### config.mk
export PLATFORM = sky130hd
export DESIGN_NAME = fetch_unit_flat
export DESIGN_NICKNAME = d
export VERILOG_FILES = /design/src/rtl/fetch_unit_pkg.sv /design/src/rtl/fetch_unit_if.sv /design/src/rtl/branch_target_buffer.sv /design/src/rtl/fetch_unit.sv /design/src/flat_wrapper.sv
export SDC_FILE = /design/constraint.sdc
export NUM_CORES = 1
export LEC_CHECK = 0
export ABC_CLOCK_PERIOD_IN_PS = 4190
export CORE_MARGIN = 4
export CORE_UTILIZATION = 38
export DETAILED_ROUTE_END_ITERATION = 8
export PLACE_DENSITY = 0.57
export SETUP_SLACK_MARGIN = 0.02
export SLEW_MARGIN = 20
export SYNTH_ARGS = -nofsm -noshare
export SYNTH_HDL_FRONTEND = slang
export SYNTH_HIERARCHICAL = 1
export SYNTH_SLANG_ARGS = --single-unit
### constraint.sdc
create_clock -name clk_i -period 4.19 [get_ports clk_i]
set_clock_uncertainty 0.05 [all_clocks]
set_input_delay 0.419 -clock clk_i [delete_from_list [all_inputs] [get_ports clk_i]]
set_output_delay 0.419 -clock clk_i [all_outputs]
set_load 0.03 [all_outputs]
### src/rtl/fetch_unit_pkg.sv
// Shared processor definitions for the fetch stage: branch-counter encodings, default
// parameters and the saturating-counter update rule.
package fetch_unit_pkg;

  typedef enum logic [1:0] {
    CtrSnt = 2'b00,
    CtrWnt = 2'b01,
    CtrWt  = 2'b10,
    CtrSt  = 2'b11
  } ctr_e;

  localparam int unsigned DefaultAddrWidth  = 12;
  localparam int unsigned DefaultBtbEntries = 8;
  localparam int unsigned DefaultResetPc    = 0;

  // Two-bit saturating counter step towards the resolved outcome.
  function automatic ctr_e ctr_next(ctr_e ctr, logic taken);
    ctr_e res;
    unique case (ctr)
      CtrSnt:  res = taken ? CtrWnt : CtrSnt;
      CtrWnt:  res = taken ? CtrWt  : CtrSnt;
      CtrWt:   res = taken ? CtrSt  : CtrWnt;
      default: res = taken ? CtrSt  : CtrWt;
    endcase
    return res;
  endfunction

  function automatic logic ctr_predicts_taken(ctr_e ctr);
    return ctr[1];
  endfunction

endpackage

### src/rtl/fetch_unit_if.sv
// Fetch-stage bus: redirect/stall control and branch resolution in, fetch PC and
// prediction out.
interface fetch_unit_if #(
  parameter int unsigned ADDR_WIDTH = fetch_unit_pkg::DefaultAddrWidth
);

  logic                  stall_f;
  logic                  redirect;
  logic [ADDR_WIDTH-1:0] redirect_pc;
  logic                  br_valid;
  logic [ADDR_WIDTH-1:0] br_pc;
  logic                  br_taken;
  logic [ADDR_WIDTH-1:0] br_target;
  logic [ADDR_WIDTH-1:0] pc_f;
  logic [ADDR_WIDTH-1:0] pc_plus4_f;
  logic                  pred_taken_f;
  logic [ADDR_WIDTH-1:0] pred_target_f;

  // Core side: drives control and branch resolution, consumes the fetch address.
  modport master (
    output stall_f, redirect, redirect_pc, br_valid, br_pc, br_taken, br_target,
    input  pc_f, pc_plus4_f, pred_taken_f, pred_target_f
  );

  // Fetch unit side.
  modport slave (
    input  stall_f, redirect, redirect_pc, br_valid, br_pc, br_taken, br_target,
    output pc_f, pc_plus4_f, pred_taken_f, pred_target_f
  );

endinterface

### src/rtl/branch_target_buffer.sv
// Direct-mapped branch target buffer with 2-bit counters: combinational lookup on the
// fetch PC, single-entry update per cycle from resolved branches.
module branch_target_buffer
  import fetch_unit_pkg::*;
#(
  parameter int unsigned AddrWidth = DefaultAddrWidth,
  parameter int unsigned Entries   = DefaultBtbEntries
) (
  input  logic                 clk_i,
  input  logic                 rst_ni,
  input  logic [AddrWidth-1:0] lookup_pc_i,
  output logic                 pred_taken_o,
  output logic [AddrWidth-1:0] pred_target_o,
  input  logic                 upd_valid_i,
  input  logic [AddrWidth-1:0] upd_pc_i,
  input  logic                 upd_taken_i,
  input  logic [AddrWidth-1:0] upd_target_i
);

  localparam int unsigned IdxW = $clog2(Entries);
  localparam int unsigned TagW = AddrWidth - 2 - IdxW;

  typedef logic [IdxW-1:0] idx_t;
  typedef logic [TagW-1:0] tag_t;

  typedef struct packed {
    logic                 valid;
    tag_t                 tag;
    logic [AddrWidth-1:0] target;
    ctr_e                 ctr;
  } entry_t;

  localparam entry_t ResetEntry = '{valid: 1'b0, tag: '0, target: '0, ctr: CtrWnt};

  function automatic idx_t pc_index(logic [AddrWidth-1:0] pc);
    return pc[2 +: IdxW];
  endfunction

  function automatic tag_t pc_tag(logic [AddrWidth-1:0] pc);
    return pc[AddrWidth-1 -: TagW];
  endfunction

  entry_t entry_q [Entries];

  // Lookup reads registered state only, so a same-cycle update is seen next cycle.
  idx_t   lk_idx;
  entry_t lk_entry;
  logic   lk_hit;

  always_comb begin
    lk_idx        = pc_index(lookup_pc_i);
    lk_entry      = entry_q[lk_idx];
    lk_hit        = lk_entry.valid && (lk_entry.tag == pc_tag(lookup_pc_i));
    pred_taken_o  = lk_hit && ctr_predicts_taken(lk_entry.ctr);
    pred_target_o = pred_taken_o ? lk_entry.target : '0;
  end

  idx_t   up_idx;
  tag_t   up_tag;
  entry_t up_entry;
  logic   up_hit;
  logic   wr_en;
  entry_t wr_entry;

  always_comb begin
    up_idx   = pc_index(upd_pc_i);
    up_tag   = pc_tag(upd_pc_i);
    up_entry = entry_q[up_idx];
    up_hit   = up_entry.valid && (up_entry.tag == up_tag);
    wr_en    = 1'b0;
    wr_entry = up_entry;
    if (upd_valid_i) begin
      if (up_hit) begin
        wr_en        = 1'b1;
        wr_entry.ctr = ctr_next(up_entry.ctr, upd_taken_i);
        if (upd_taken_i) begin
          wr_entry.target = upd_target_i;
        end
      end else if (upd_taken_i) begin
        // Taken miss evicts whatever aliases into this slot.
        wr_en    = 1'b1;
        wr_entry = '{valid: 1'b1, tag: up_tag, target: upd_target_i, ctr: CtrWt};
      end
    end
  end

  always_ff @(posedge clk_i or negedge rst_ni) begin
    if (!rst_ni) begin
      for (int i = 0; i < int'(Entries); i++) begin
        entry_q[i] <= ResetEntry;
      end
    end else if (wr_en) begin
      entry_q[up_idx] <= wr_entry;
    end
  end

  logic unused_pc_lo;
  assign unused_pc_lo = ^{lookup_pc_i[1:0], upd_pc_i[1:0]};

endmodule

### src/rtl/fetch_unit.sv
// Fetch stage: PC register, next-PC selection (redirect > stall > prediction > +4) and
// the branch target buffer that supplies predictions for the current PC.
module fetch_unit
  import fetch_unit_pkg::*;
#(
  parameter int unsigned           ADDR_WIDTH  = DefaultAddrWidth,
  parameter int unsigned           BTB_ENTRIES = DefaultBtbEntries,
  parameter logic [ADDR_WIDTH-1:0] RESET_PC    = ADDR_WIDTH'(DefaultResetPc)
) (
  input  logic             clk_i,
  input  logic             rst_ni,
  fetch_unit_if.slave      bus_io
);

  logic [ADDR_WIDTH-1:0] pc_q;
  logic [ADDR_WIDTH-1:0] pc_d;
  logic [ADDR_WIDTH-1:0] pc_plus4;
  logic                  pred_taken;
  logic [ADDR_WIDTH-1:0] pred_target;

  assign pc_plus4 = pc_q + ADDR_WIDTH'(4);

  branch_target_buffer #(
    .AddrWidth (ADDR_WIDTH),
    .Entries   (BTB_ENTRIES)
  ) u_btb (
    .clk_i         (clk_i),
    .rst_ni        (rst_ni),
    .lookup_pc_i   (pc_q),
    .pred_taken_o  (pred_taken),
    .pred_target_o (pred_target),
    .upd_valid_i   (bus_io.br_valid),
    .upd_pc_i      (bus_io.br_pc),
    .upd_taken_i   (bus_io.br_taken),
    .upd_target_i  (bus_io.br_target)
  );

  // Redirect wins over stall: mispredict recovery must never be lost to a hold.
  always_comb begin
    pc_d = pc_plus4;
    if (bus_io.redirect) begin
      pc_d = bus_io.redirect_pc;
    end else if (bus_io.stall_f) begin
      pc_d = pc_q;
    end else if (pred_taken) begin
      pc_d = pred_target;
    end
  end

  always_ff @(posedge clk_i or negedge rst_ni) begin
    if (!rst_ni) begin
      pc_q <= RESET_PC;
    end else begin
      pc_q <= pc_d;
    end
  end

  assign bus_io.pc_f          = pc_q;
  assign bus_io.pc_plus4_f    = pc_plus4;
  assign bus_io.pred_taken_f  = pred_taken;
  assign bus_io.pred_target_f = pred_target;

endmodule

### src/flat_wrapper.sv
// flat-port wrapper written by rule: the top's interface ports become plain ports
module fetch_unit_flat import fetch_unit_pkg::*;
#(
  parameter int unsigned           ADDR_WIDTH  = DefaultAddrWidth,
  parameter int unsigned           BTB_ENTRIES = DefaultBtbEntries,
  parameter logic [ADDR_WIDTH-1:0] RESET_PC    = ADDR_WIDTH'(DefaultResetPc)
)
  (clk_i, rst_ni, bus_io_stall_f, bus_io_redirect, bus_io_redirect_pc, bus_io_br_valid, bus_io_br_pc, bus_io_br_taken, bus_io_br_target, bus_io_pc_f, bus_io_pc_plus4_f, bus_io_pred_taken_f, bus_io_pred_target_f);
  fetch_unit_if #(.ADDR_WIDTH(ADDR_WIDTH)) bus_io_i ();
  input  logic clk_i;
  input  logic rst_ni;
  input wire logic [$bits(bus_io_i.stall_f)-1:0] bus_io_stall_f;
  input wire logic [$bits(bus_io_i.redirect)-1:0] bus_io_redirect;
  input wire logic [$bits(bus_io_i.redirect_pc)-1:0] bus_io_redirect_pc;
  input wire logic [$bits(bus_io_i.br_valid)-1:0] bus_io_br_valid;
  input wire logic [$bits(bus_io_i.br_pc)-1:0] bus_io_br_pc;
  input wire logic [$bits(bus_io_i.br_taken)-1:0] bus_io_br_taken;
  input wire logic [$bits(bus_io_i.br_target)-1:0] bus_io_br_target;
  output wire logic [$bits(bus_io_i.pc_f)-1:0] bus_io_pc_f;
  output wire logic [$bits(bus_io_i.pc_plus4_f)-1:0] bus_io_pc_plus4_f;
  output wire logic [$bits(bus_io_i.pred_taken_f)-1:0] bus_io_pred_taken_f;
  output wire logic [$bits(bus_io_i.pred_target_f)-1:0] bus_io_pred_target_f;
  assign bus_io_i.stall_f = bus_io_stall_f;
  assign bus_io_i.redirect = bus_io_redirect;
  assign bus_io_i.redirect_pc = bus_io_redirect_pc;
  assign bus_io_i.br_valid = bus_io_br_valid;
  assign bus_io_i.br_pc = bus_io_br_pc;
  assign bus_io_i.br_taken = bus_io_br_taken;
  assign bus_io_i.br_target = bus_io_br_target;
  assign bus_io_pc_f = bus_io_i.pc_f;
  assign bus_io_pc_plus4_f = bus_io_i.pc_plus4_f;
  assign bus_io_pred_taken_f = bus_io_i.pred_taken_f;
  assign bus_io_pred_target_f = bus_io_i.pred_target_f;
  fetch_unit #(.ADDR_WIDTH(ADDR_WIDTH), .BTB_ENTRIES(BTB_ENTRIES), .RESET_PC(RESET_PC)) u_core (.clk_i(clk_i), .rst_ni(rst_ni), .bus_io(bus_io_i));
endmodule
; Word level (Yosys, flattened, before mapping)
; Cells that the tools add are included.
[totals]
register_bits = 188
input_bits = 42
output_inout_bits = 37
word_cells = 75
[op_classes]
n_addsub = 1
order_cmp = 3
eq_ne = 5
mux = 26
bitwise_logic = 2
reduce_logical = 5
[ops]
columns = operator, n
row1 = 176-bit bitwise mux, 1
row2 = 22-bit 2-to-1 mux, 7
row3 = 22-bit binary-select mux with 3-bit select, 2
row4 = 22-bit demux with 3-bit select, 1
row5 = 12-bit 2-to-1 mux, 5
row6 = 7-bit == test, 2
row7 = 14-bit 2-to-1 mux, 1
row8 = "12-bit by 3-bit adder with 12-bit output, second input constant", 1
row9 = "4-bit greater-or-equal comparator, second input constant", 2
row10 = 8-bit 2-to-1 mux, 1
row11 = 3-bit inverter with 4-bit output, 2
row12 = 2-bit case mux with 3 select lines, 1
row13 = 1-bit 2-to-1 mux, 5
row14 = 1-bit logical AND, 4
row15 = "4-bit by 1-bit less-than comparator with 1-bit output, second input constant", 1
row16 = 2-bit 2-to-1 mux, 2
row17 = "2-bit by 1-bit == test with 1-bit output, second input constant", 1
row18 = "2-bit == test, second input constant", 1
row19 = 2-bit zero test, 1
row20 = "2-bit by 1-bit inequality test with 1-bit output, second input constant", 1

; Longest topological paths before layout
; Gate-level depths: netlist of the first run.
[depth]
word_depth = 11
mapped_depth = 14

; Modules after synthesis
; Netlist of the first run, hierarchy kept.
[by_module_without_submodules]
columns = mod, n_inst, cells_per_inst, area_each_um2, seq_area_each_um2
row1 = branch_target_buffer, 1, 818, 10212.3, 4414.2
row2 = fetch_unit, 1, 109, 907.1, 300.3

; Worst setup path after synthesis of the first run
; OpenSTA, ideal clock, no wires.
[synth_path]
path_kind = reg-to-reg
startpoint = register u_core.pc_q[2], in the netlist u_core/bus_io.pc_f[2]
endpoint = register u_core.pc_q[9], in the netlist u_core/bus_io.pc_f[9]
arrival_ns = 3.930
required_ns = 4.020
path_slack_ns = 0.091
stages_incl_launch_ff = 12
n_path_buf = 4
synth_period_minus_slack_ns = 4.099
cell_sequence = dfrtp_1 > clkbuf_1 > buf_2 > buf_1 > buf_1 > mux4_2 > mux2i_1 > nor2_1 > a211o_1 > o221ai_1 > o31ai_2 > a31o_1
[synth_between]
elab_chain_cells = 11
[synth_rtl]
columns = element, line
row1 = "start, declared", fetch_unit.sv:15  ; logic [ADDR_WIDTH-1:0] pc_q;
row2 = "start signal, assigned", fetch_unit.sv:54  ; pc_q <= pc_d;
row3 = 3-bit inverter with 4-bit output (implied by the code) (*), branch_target_buffer.sv:52  ; lk_entry = entry_q[lk_idx];
row4 = 22-bit binary-select mux with 3-bit select (*), branch_target_buffer.sv:52
row5 = 22-bit 2-to-1 mux (implied by the code) (*) (2 in series), branch_target_buffer.sv:52
row6 = 7-bit == test, branch_target_buffer.sv:53  ; lk_hit = lk_entry.valid && (lk_entry.tag == pc_tag(lookup_pc_i));
row7 = 1-bit logical AND, branch_target_buffer.sv:53
row8 = 1-bit logical AND, branch_target_buffer.sv:54  ; pred_taken_o = lk_hit && ctr_predicts_taken(lk_entry.ctr);
row9 = 12-bit 2-to-1 mux (*), branch_target_buffer.sv:55  ; pred_target_o = pred_taken_o ? lk_entry.target : '0;
row10 = net bus_io_pred_target_f[9], flat_wrapper.sv:22  ; output wire logic [$bits(bus_io_i.pred_target_f)-1:0] bus_io_pred_target_f;
row11 = 12-bit 2-to-1 mux (*), fetch_unit.sv:45  ; end else if (pred_taken) begin
row12 = 12-bit 2-to-1 mux (*), fetch_unit.sv:43  ; end else if (bus_io.stall_f) begin
row13 = 12-bit 2-to-1 mux (*), fetch_unit.sv:41  ; if (bus_io.redirect) begin
; Mark *: on every way through the listed nets, which the timed path passes. The rest lies on a longest branch. The select of a mux whose other input is x is not followed.
; A chain may end at the register's enable or synchronous reset.

; Final worst setup path of the first run
[layout_path]
startpoint = register u_core.pc_q[2], in the netlist u_core/bus_io.pc_f[2]
endpoint = output bus_io_pred_taken_f
[layout_between]
elab_chain_cells = 7
[layout_rtl]
columns = element, line
row1 = 3-bit inverter with 4-bit output (implied by the code) (*), branch_target_buffer.sv:52
row2 = 22-bit binary-select mux with 3-bit select (*), branch_target_buffer.sv:52
row3 = 22-bit 2-to-1 mux (implied by the code) (*) (2 in series), branch_target_buffer.sv:52
row4 = 7-bit == test, branch_target_buffer.sv:53
row5 = 1-bit logical AND, branch_target_buffer.sv:53
row6 = 1-bit logical AND (*), branch_target_buffer.sv:54
row7 = "end, declared", flat_wrapper.sv:21  ; output wire logic [$bits(bus_io_i.pred_taken_f)-1:0] bus_io_pred_taken_f;
; Mark *: on every way between the ends. The rest lies on a longest branch, timed or not. The select of a mux whose other input is x is not followed.

==> results of run 1 <==
==> report_power, final <==
group          switching (uW)  leakage, uW  internal (uW)
clock                     802     0.000287            836
sequential                415      0.00227           2270
combinational             824      0.00281            987
==> worst max path at each step <==
stage / startpoint / endpoint / slack [ns] / cells after the start
2_1_floorplan: u_core/bus_io.pc_f[2]$_DFFE_PN0P_ / u_core/bus_io.pc_f[9]$_DFFE_PN0P_ / 0.09 / 11
3_3_place_gp: bus_io_br_pc[2] / u_core/u_btb/entry_q[15]$_DFFE_PN0P_ / 0.27 / 9
3_5_place_dp: bus_io_br_pc[2] / u_core/u_btb/entry_q[121]$_DFFE_PN0P_ / 0.24 / 11
4_1_cts: u_core/bus_io.pc_f[2]$_DFFE_PN0P_ / bus_io_pred_taken_f / 0.23 / 8
5_1_grt: u_core/bus_io.pc_f[2]$_DFFE_PN0P_ / bus_io_pred_taken_f / 0.10 / 8
6_report: u_core/bus_io.pc_f[2]$_DFFE_PN0P_ / bus_io_pred_taken_f / 0.28 / 8
==> synth_stat cells (2+ instances only) <==
library cell	count
and3_1	8
nand3_1	13
mux2_4	25
mux2i_1	58
buf_1	7
mux2_2	65
clkinv_1	2
xor2_1	5
nand2b_1	14
o221ai_1	3
a2bb2oi_1	32
dfstp_2	8
nor2_1	61
xnor2_1	14
a221o_2	2
nor2b_1	6
a31oi_1	7
dfrtp_1	180
nand2_1	52
nand4_1	6
inv_1	8
a221oi_1	11
buf_6	10
o2bb2ai_1	9
a32oi_1	2
and2_1	3
a221o_1	38
nor2_4	8
or2_2	3
mux4_2	46
a22o_1	6
mux2_1	24
a21oi_1	22
a22oi_1	7
nor3_1	41
mux4_1	4
o21a_1	3
clkbuf_1	19
buf_4	11
buf_2	16
o21ai_0	34
o21ai_1	6
==> per-layer routing <==
metal  track usage, %  part of all wire (%)  wire (um)  vias up
met2             35.3                    47      16700      303
met5                0                 0.056         20        -
met1             32.5                    45      16000     4478
met4             6.08                   2.2        785        2
met3             4.51                   6.4       2290       39
li1                 -                     -          -     3738
==> worst max-delay path, cell delays in order (launching register included) <==
cell     delay (ns)
dfrtp_4        0.75
mux4_2         0.56
mux2i_1        0.36
xnor2_1        0.14
nor4_1         0.28
nand4_1        0.14
buf_4          0.20
inv_1          0.31
buf_4          0.24
==> flip-flops by register name, summed over array words and instances, names as in the netlist <==
signal and flops:
u_core/u_btb/entry_q 176, u_core/bus_io.pc_f 12
==> final cells by class <==
cell class | instances | area share [%]
flip-flops and latches | 188 | 36.5
inverters | 10 | 0.290
multi-input cells | 664 | 46.1
well taps | 384 | 3.71
repair buffers | 132 | 8.94
clock buffers | 20 | 3.60
clock inverters | 12 | 0.918
==> cells by family (layout without fill, tap and decap cells) <==
kind of cell	count (synthesis)	in the layout	synth area share, %
compound gates	196	196	13.8
xor+xnor	20	20	1.64
fa+ha+maj	2	2	0.203
buf+inv	75	174	3.92
flops	188	188	42.4
mux	222	222	27.9
simple gates	224	224	10.1
==> through the flow <==
stage | hold slack, ns | cell area, sq um | power [uW] | instances
final | 0.0944 | 13000 | 6130 | 1410
after global routing | 0.166 | 13000 | 6440 | 1410
after CTS | 0.132 | 13000 | 6160 | 1410
after detailed placement | 0.427 | 12400 | 4510 | 1378
after global placement | 0.419 | 12400 | 4480 | 1378
after floorplan | 0.0734 | 11100 | 3910 | 927
==> reports/metrics.cfg, run 1 <==
[status]
status = completed

[layout]
multiInputGateArea_sq_mm = 0.00597
mostFrequentLayoutCell = dfrtp_1
register_area_sq_mm = 0.00472
layout_common_cells = 177 x dfrtp_1, 69 x buf_4, 65 x mux2_2
final_nets = 1056
n_fill_cell = 2669
areaGrowthSynthToFinish_pct = 16.5
utilization_pct = 45.0
layout-drive-gt1-share_pct = 26.7
n_antenna_cell = 0

[placed_design]
post-place-ws_ns = 0.240
port_buffers = 76
hpwl_um = 24000
gp_congestion = 0.858

[logic_synthesis]
yosys-top-cells-area = dfrtp_1 41%, mux4_2 9.3%, mux2_2 6.6%
yosys.area.top_type = dfrtp_1
avgSynthCellArea_sq_um = 12.0
synth_ff_type = dfrtp_1
ys_types = 70
netlist_area_sq_mm = 0.0111
yosysSeqAreaShare_pct = 42.4
synth_seq_cells = 188
synthesis.instances = 927
synth_edf_count = 0
syn_nets = 970
synth_top_cell_area_share_pct = 40.5
synthArstFlopShare_pct = 100
yosysWarnings = 6

[floorplan]
die_h_um = 179
core_sq_mm = 0.0288
die_x_um = 179
start_util_pct = 38.6
dieArea_sq_mm = 0.0321
io_pins = 79
rows = 62

[cts]
postCtsHoldBufs = 0
path_clk_slew_ns = 0.07
cts_sinks = 188
cts_made_buffers = 17
postCtsSetupRepairBufs = 0
cts_tree = built
max-clock-path-buffers = 2
worstSkewPairLatency_ns = 0.45
htreeDepth = 4
cts_resized = 0
cts_root_buf = clkbuf_16

[sta]
worst_slew_pin_slew_ns = 1.13
fin_ws_ns = 0.283
hold_violations = 0
finalCriticalPeriod_ns = 3.91
drv_slew = 0
tns_ns = 0
worst_slew_margin_rel_pct = 24.1
setup_viol = 0
rsz0062_at_grt = false
fmax_ghz = 0.256
period_share_pct = 93.3

[critical_path]
reg2reg_depth = 10
critical_path_required_ns = 3.72
end_kind = output pin
r2r-start = u_core/bus_io.pc_f[2]$_DFFE_PN0P_
path_max_fanout = 29
r2r_end = u_core/bus_io.pc_f[10]$_DFFE_PN0P_
worstSetupPathType = flop to output pin
r2r_slack_ns = 0.48
cp.arrival_ns = 3.44
startpoint_type = flop

[routing]
vias = 8560
wl_per_cell_um = 25.4
route.detailed.drc = 0
via_per_inst = 6.07
drt_iter0_markers = 749
first_pass_iters = 5
wl_um = 35800
drtAntennaViolNets = 0

[grt]
grt_max_degree = 119
grt.overflow.total = 0
grt_usage_pct = 22.7
grt_pass1_wl_um = 54500
first_global_vias = 8608
grt_antenna_before_repair = 1

[flow_run]
cap_violations = 0

[power_and_ir_drop]
power_density_mw_per_mm2 = 473
p_leak_uw = 0.00538
max-vdd-ir-drop_mv = 0.273

[min_path]
hold_path.class = primary input to async pin

(Power assumes the default switching activity.)
==> inputs of run 2 (changes only) <==
--- a/config.mk
+++ b/config.mk
@@ -5,11 +5,14 @@
 export SDC_FILE = /design/constraint.sdc
 export NUM_CORES = 1
 export LEC_CHECK = 0
-export ABC_CLOCK_PERIOD_IN_PS = 4190
+export ABC_CLOCK_PERIOD_IN_PS = 3900
+export CELL_PAD_IN_SITES_DETAIL_PLACEMENT = 0
+export CELL_PAD_IN_SITES_GLOBAL_PLACEMENT = 1
 export CORE_MARGIN = 4
 export CORE_UTILIZATION = 38
 export DETAILED_ROUTE_END_ITERATION = 8
-export PLACE_DENSITY = 0.57
+export DONT_BUFFER_PORTS = 1
+export PLACE_DENSITY = 0.62
 export SETUP_SLACK_MARGIN = 0.02
 export SLEW_MARGIN = 20
 export SYNTH_ARGS = -nofsm -noshare
==> constraint.sdc (replaced) <==
create_clock -name clk_i -period 3.9 [get_ports clk_i]
set_clock_uncertainty 0.05 [all_clocks]
set_input_delay 0.39 -clock clk_i [delete_from_list [all_inputs] [get_ports clk_i]]
set_output_delay 0.39 -clock clk_i [all_outputs]
set_load 0.03 [all_outputs]
==> reports/metrics.cfg, run 2 (same netlist as run 1, synthesis figures left out) <==
[sta]
tns_ns = 0  ; unchanged
worst_slew_pin_slew_ns = 1.24  ; +0.107 ns
hold_slack_ns = -0.403  ; -0.497 ns
setup_viol = 0  ; unchanged
fin_ws_ns = 0.234  ; -0.0490 ns
drv_slew = 0  ; unchanged
rsz0062_at_grt = false
fmax_ghz = 0.273
period_share_pct = 94.0
worst_slew_margin_rel_pct = 16.7  ; -7.4 points
hold_violations = 188  ; +188
finalCriticalPeriod_ns = 3.67

[critical_path]
worstSetupStartpoint = u_core/bus_io.pc_f[2]$_DFFE_PN0P_
path_max_fanout = 13  ; -55%
end_kind = output pin
cp.arrival_ns = 3.23  ; -0.21 ns
r2r-start = u_core/u_btb/entry_q[59]$_DFFE_PN0P_
startpoint_type = flop
worstSetupPathType = flop to output pin
critical_path_required_ns = 3.46  ; -0.26 ns

[floorplan]
core_sq_mm = 0.0288  ; unchanged
die_h_um = 179  ; unchanged
rows = 62  ; unchanged
dieArea_sq_mm = 0.0321  ; unchanged
start_util_pct = 38.6  ; unchanged
die_x_um = 179  ; unchanged
io_pins = 79  ; unchanged

[layout]
n_antenna_cell = 0  ; unchanged
largest_register_ffs = 176  ; unchanged
multiInputGateArea_sq_mm = 0.00598  ; +0.10%
n_fill_cell = 2759  ; +3.4%
areaGrowthSynthToFinish_pct = 10.5
final_nets = 978  ; -7.4%
final_cells = 1332  ; -5.5%
largest_register = u_core/u_btb/entry_q
mostFrequentLayoutCell = dfrtp_1
register_area_sq_mm = 0.00472  ; unchanged
layout_common_cells = 177 x dfrtp_1, 65 x mux2_2, 60 x nor2_1
postLayoutCellArea_sq_mm = 0.0123  ; -5.1%
layout-drive-gt1-share_pct = 26.8  ; +0.088 points

[grt]
grt.overflow.total = 0  ; unchanged
first_global_vias = 8358  ; -2.9%
grt_pass1_wl_um = 55200  ; +1.4%
grt_max_degree = 189  ; +59%
grt_antenna_before_repair = 0  ; -1
grt_usage_pct = 23.2  ; +0.54 points

[cts]
cts_tree = built
cts_made_buffers = 17  ; unchanged
cts_sinks = 188  ; unchanged
htreeDepth = 4  ; unchanged
worstSkewPairLatency_ns = 0.45  ; about the same
max-clock-path-buffers = 2  ; unchanged
postCtsSetupRepairBufs = 0  ; unchanged
path_clk_slew_ns = 0.07  ; about the same
cts_root_buf = clkbuf_16
postCtsHoldBufs = 2  ; +2

[status]
status = complete, but fails checks
violations = negative hold slack

[placed_design]
hpwl_um = 23800  ; -0.72%
port_buffers = 0  ; -100%
post-place-ws_ns = 0.156  ; -0.0842 ns
placedCellCount = 1298  ; -5.8%
gp_congestion = 0.825  ; -3.8%
place_area_sq_mm = 0.0117  ; -5.7%

[routing]
drt_iter0_markers = 688  ; -8.1%
wl_per_cell_um = 27.4  ; +7.8%
route.detailed.drc = 0  ; unchanged
wl_um = 36500  ; +1.8%
vias = 8263  ; -3.5%
drtAntennaViolNets = 0  ; unchanged
first_pass_iters = 5  ; unchanged
via_per_inst = 6.20  ; +2.2%

[power_and_ir_drop]
max-vdd-ir-drop_mv = 0.349  ; +28%
power_density_mw_per_mm2 = 528  ; +11%
p_leak_uw = 0.00506  ; -6.0%

[flow_run]
cap_violations = 0  ; unchanged

[min_path]
hold_path.class = primary input to async pin

## run 2: cell count changes in the layout (fill, tap and decap cells not counted), sizes merged, moves of 2 or more
cell | before | now
clkinvlp | 1 | 3
dlygate4sd3 | 0 | 2
bufinv | 0 | 2
buf | 71 | 52
clkinv | 6 | 2
clkdlybuf4s50 | 60 | 0
## run 2: through the flow
| step | utilization, % | total power [uW] |
|---|---|---|
| detailed placement | 40.5 | 4670 |
| global route | 42.7 | 6810 |
| global placement | 40.5 | 4650 |
| CTS | 42.7 | 6510 |
| finish | 42.7 | 6480 |
| floorplan | - | 4200 |
## run 2: report_power, final
group          internal, uW  switching [uW]
Combinational           977             775
Clock                   983             847
Sequential             2440             465
Total                  4400            2090
## run 2: layer usage
| layer | track usage, % | up-vias | wire length (um) |
|---|---|---|---|
| met3 | 4.53 | 47 | 2530 |
| met1 | 33.2 | 4308 | 16200 |
| li1 | - | 3589 | - |
| met4 | 6.43 | 0 | 832 |
| met5 | 0 | - | 0 |
| met2 | 36.1 | 319 | 16900 |
## run 2: worst max-delay path, cell delays in order, from the launching register on
cell and delay (ns):
dfrtp_4 0.61, mux4_2 0.55, mux2i_1 0.33, xnor2_1 0.14, nor4_1 0.31, nand4_1 0.19, buf_4 0.22, nor2_1 0.22
buf_4 0.21
## run 2: cell type report
| type | instances | area share (%) |
|---|---|---|
| Inverter | 10 | 0.305 |
| Sequential cell | 188 | 38.4 |
| Clock inverter | 12 | 1.21 |
| Tap cell | 384 | 3.91 |
| Timing Repair Buffer | 54 | 3.88 |
| Clock buffer | 20 | 3.64 |
| Multi-Input combinational cell | 664 | 48.6 |
## run 2: path summary, 6_finish.rpt
check / slack, ns / end / depth (start not counted)
setup reg to reg: 0.35 / u_core/u_btb/entry_q[137]$_DFFE_PN0P_ / 8
hold / removal: -0.40 / u_core/u_btb/entry_q[173]$_DFFE_PN0P_ / 0
hold reg to reg: 0.44 / u_core/u_btb/entry_q[0]$_DFFE_PN1P_ / 1
min in group clk_i: 0.02 / u_core/bus_io.pc_f[0]$_DFFE_PN0P_ / 2
setup / recovery: 0.23 / bus_io_pred_target_f[5] / 8
max in group asynchronous: 3.94 / u_core/u_btb/entry_q[132]$_DFFE_PN1P_ / 0
## run 2: timing repair
| action | in CTS | in global routing |
|---|---|---|
| endpoints found under the hold margin | 191 | 188 |
| gates resized for setup | 0 | 2 |
| setup endpoints to repair | 0 | 3 |
==> inputs of run 3 (changes only) <==
--- a/config.mk
+++ b/config.mk
@@ -5,6 +5,7 @@
 export SDC_FILE = /design/constraint.sdc
 export NUM_CORES = 1
 export LEC_CHECK = 0
+export ABC_AREA = 1
 export ABC_CLOCK_PERIOD_IN_PS = 3900
 export CELL_PAD_IN_SITES_DETAIL_PLACEMENT = 0
 export CELL_PAD_IN_SITES_GLOBAL_PLACEMENT = 1
@@ -12,8 +13,8 @@
 export CORE_UTILIZATION = 38
 export DETAILED_ROUTE_END_ITERATION = 8
 export DONT_BUFFER_PORTS = 1
-export PLACE_DENSITY = 0.62
-export SETUP_SLACK_MARGIN = 0.02
+export PLACE_DENSITY = 0.68
+export SETUP_SLACK_MARGIN = 0.5
 export SLEW_MARGIN = 20
 export SYNTH_ARGS = -nofsm -noshare
 export SYNTH_HDL_FRONTEND = slang
==> reports/metrics.cfg, run 3 <==
[layout]
multiInputGateArea_sq_mm = 0.00528  ; -12%
register_area_sq_mm = 0.00472  ; about the same
mostFrequentLayoutCell = nand2_1
n_fill_cell = 2963  ; +7.4%
largest_register_ffs = 176  ; unchanged
largest_register = u_core/u_btb/entry_q
n_antenna_cell = 0  ; unchanged
layout_common_cells = 586 x nand2_1, 192 x o21ai_0, 178 x dfrtp_1
areaGrowthSynthToFinish_pct = 11.2
final_nets = 1560  ; +60%
layout-drive-gt1-share_pct = 9.35  ; -17 points
final_cells = 1908  ; +43%

[logic_synthesis]
yosysSeqAreaShare_pct = 43.7  ; +1.3 points
yosysWarnings = 6  ; unchanged
syn_nets = 1576  ; +62%
synth_ff_type = dfrtp_1
yosys-top-cells-area = dfrtp_1 42%, nand2_1 20%, o21ai_0 8.9%
synth_commonest_cells = 586 x nand2_1, 192 x o21ai_0, 180 x dfrtp_1
synthesis.instances = 1533  ; +65%
yosys.area.top_type = dfrtp_1
synth_seq_cells = 188  ; unchanged
synthArstFlopShare_pct = 100  ; unchanged
netlist_area_sq_mm = 0.0108  ; -3.1%
synth_edf_count = 0  ; unchanged
yosysMostFrequentCell = nand2_1
synth_top_cell_area_share_pct = 41.8  ; +1.3 points
avgSynthCellArea_sq_um = 7.03  ; -41%
ys_types = 49  ; -30%

[floorplan]
io_pins = 79  ; unchanged
die_x_um = 176  ; -1.5%
start_util_pct = 38.7  ; +0.053 points
core_sq_mm = 0.0279  ; -3.2%
rows = 61  ; -1.6%
die_h_um = 176  ; -1.5%
dieArea_sq_mm = 0.0311  ; -2.9%

[critical_path]
cp_cell_sequence = buf_16 > a21oi_1 > o21ai_0 > o21ai_0 > nand2_1 > nand3_1 > nand2_1 > nor3_2 > nand3_4 > buf_12 > inv_1 > buf_4
end_kind = output pin
worstSetupEndpoint = bus_io_pred_taken_f
reg2reg_depth = 15  ; +7
path_buf_inv = 4  ; +2
worstSetupPathType = flop to output pin
critPathMaxStageDelay_ns = 0.50  ; -0.11 ns
r2r-start = u_core/bus_io.pc_f[2]$_DFFE_PN0P_
worst_path_max_delay_cell = dfrtp_2
startpoint_type = flop
path_depth = 12  ; +4
critical_path_required_ns = 3.46  ; about the same
cp.arrival_ns = 2.73  ; -0.50 ns
r2r_end = u_core/bus_io.pc_f[9]$_DFFE_PN0P_
worstSetupStartpoint = u_core/bus_io.pc_f[2]$_DFFE_PN0P_
path_max_fanout = 43  ; +30
path_delay_family = simple AND/OR/NAND/NOR gates
r2r_slack_ns = 0.81  ; +0.46 ns

[routing]
drt_iter0_markers = 995  ; +45%
first_pass_iters = 5  ; unchanged
vias = 10300  ; +24%
route.detailed.drc = 0  ; unchanged
wl_met3_um = 2790  ; +10%
wl_um = 39800  ; +9.2%
drtAntennaViolNets = 0  ; unchanged
top_layer = met4
via_per_inst = 5.38  ; -13%
route.met2.wl_um = 18900  ; +12%
wl_per_cell_um = 20.9  ; -24%
wl_met1_um = 17600  ; +8.3%

[sta]
setup_viol = 0  ; unchanged
hold_violations = 188  ; unchanged
tns_ns = 0  ; unchanged
worst_slew_pin_slew_ns = 1.08  ; -0.165 ns
period_share_pct = 81.3  ; -13 points
drv_slew = 0  ; unchanged
worst_slew_margin_rel_pct = 27.5  ; +11 points
fmax_ghz = 0.315  ; +16%
rsz0062_at_grt = false
hold_slack_ns = -0.411  ; -0.00793 ns
fin_ws_ns = 0.728  ; +0.494 ns
finalCriticalPeriod_ns = 3.17  ; -0.494 ns

[min_path]
hold_path.class = primary input to async pin

[placed_design]
hpwl_um = 25000  ; +5.0%
post-place-ws_ns = 0.539  ; +0.383 ns
port_buffers = 0  ; unchanged
gp_congestion = 0.844  ; +2.2%
placedCellCount = 1871  ; +44%

[cts]
cts_sinks = 188  ; unchanged
cts_root_buf = clkbuf_16
worstSkewPairLatency_ns = 0.45  ; about the same
htreeDepth = 4  ; unchanged
cts_tree = built
cts_made_buffers = 17  ; unchanged
max-clock-path-buffers = 2  ; unchanged
path_clk_slew_ns = 0.08  ; about the same

[flow_run]
cap_violations = 0  ; unchanged

[power_and_ir_drop]
power_density_mw_per_mm2 = 498  ; -5.7%
max-vdd-ir-drop_mv = 0.322  ; -7.7%
p_leak_uw = 0.00576  ; +14%

[grt]
grt.overflow.total = 0  ; unchanged
grt_pass1_wl_um = 60600  ; +9.8%
first_global_vias = 9792  ; +17%
grt_max_degree = 189  ; unchanged
grt_antenna_before_repair = 0  ; unchanged
grt_usage_pct = 25.8  ; +2.6 points

[status]
violations = negative hold slack
status = complete, but fails checks

-- run 3: area by class of cell --
class	count	area share [%]
clock inverters	14	0.940
well taps	378	3.95
multi-input cells	1142	44.1
flip-flops and latches	188	39.4
inverters	111	3.55
repair buffers	57	4.44
clock buffers	18	3.67
-- run 3: how the worst min path moves through the flow --
stage | startpoint | slack (ns) | cells past startpoint | endpoint
floorplan | rst_ni | 0.04 | 0 | u_core/bus_io.pc_f[0]$_DFFE_PN0P_
global placement | rst_ni | 0.05 | 0 | u_core/u_btb/entry_q[15]$_DFFE_PN0P_
detailed placement | rst_ni | 0.05 | 0 | u_core/u_btb/entry_q[59]$_DFFE_PN0P_
CTS | rst_ni | -0.43 | 0 | u_core/u_btb/entry_q[63]$_DFFE_PN0P_
global route | rst_ni | -0.44 | 0 | u_core/u_btb/entry_q[81]$_DFFE_PN0P_
finish | rst_ni | -0.41 | 0 | u_core/u_btb/entry_q[147]$_DFFE_PN0P_
-- run 3: routing by layer --
| metal | global-route usage [%] | vias to the layer above |
|---|---|---|
| met3 | 4.03 | 33 |
| met2 | 42.4 | 367 |
| met5 | 0 | - |
| met4 | 6.06 | 0 |
| met1 | 36.0 | 4932 |
| li1 | - | 4927 |
-- run 3: kinds of logic (layout without fill, tap and decap cells) --
| group | after synthesis | in the layout | share of synthesized area (%) |
|---|---|---|---|
| AO/OA/AOI/OAI | 348 | 348 | 18.3 |
| XOR/XNOR | 6 | 6 | 0.488 |
| adder cells (fa/ha/maj) | 1 | 1 | 0.116 |
| buffers and inverters | 203 | 200 | 8.09 |
| flip-flops | 188 | 188 | 43.7 |
| AND/OR/NAND/NOR | 787 | 787 | 29.3 |
-- run 3: power by group --
| group | leakage, uW | switching (uW) | internal [uW] |
|---|---|---|---|
| Sequential | 0.00240 | 354 | 2350 |
| Combinational | 0.00310 | 1040 | 525 |
| Clock | 0.000264 | 846 | 847 |
| Total | 0.00576 | 2240 | 3720 |
-- run 3: metrics by stage --
stage | utilization (%) | hold slack, ns | total power, uW | instance area (sq um)
final | 43.0 | -0.411 | 5960 | 12000
after global placement | 40.3 | 0.0536 | 4200 | 11200
after CTS | 42.9 | -0.434 | 5980 | 11900
after floorplan | - | 0.0444 | 3740 | 10800
after detailed placement | 40.3 | 0.0515 | 4220 | 11200
after global routing | 43.0 | -0.436 | 6350 | 12000
-- run 3: timing repair --
action	4_1_cts	5_1_grt
pin swaps	1	0
gates cloned	0	1
buffers inserted	4	0
endpoints found under the hold margin	188	188
resized for setup	23	4
setup endpoints to repair	14	23
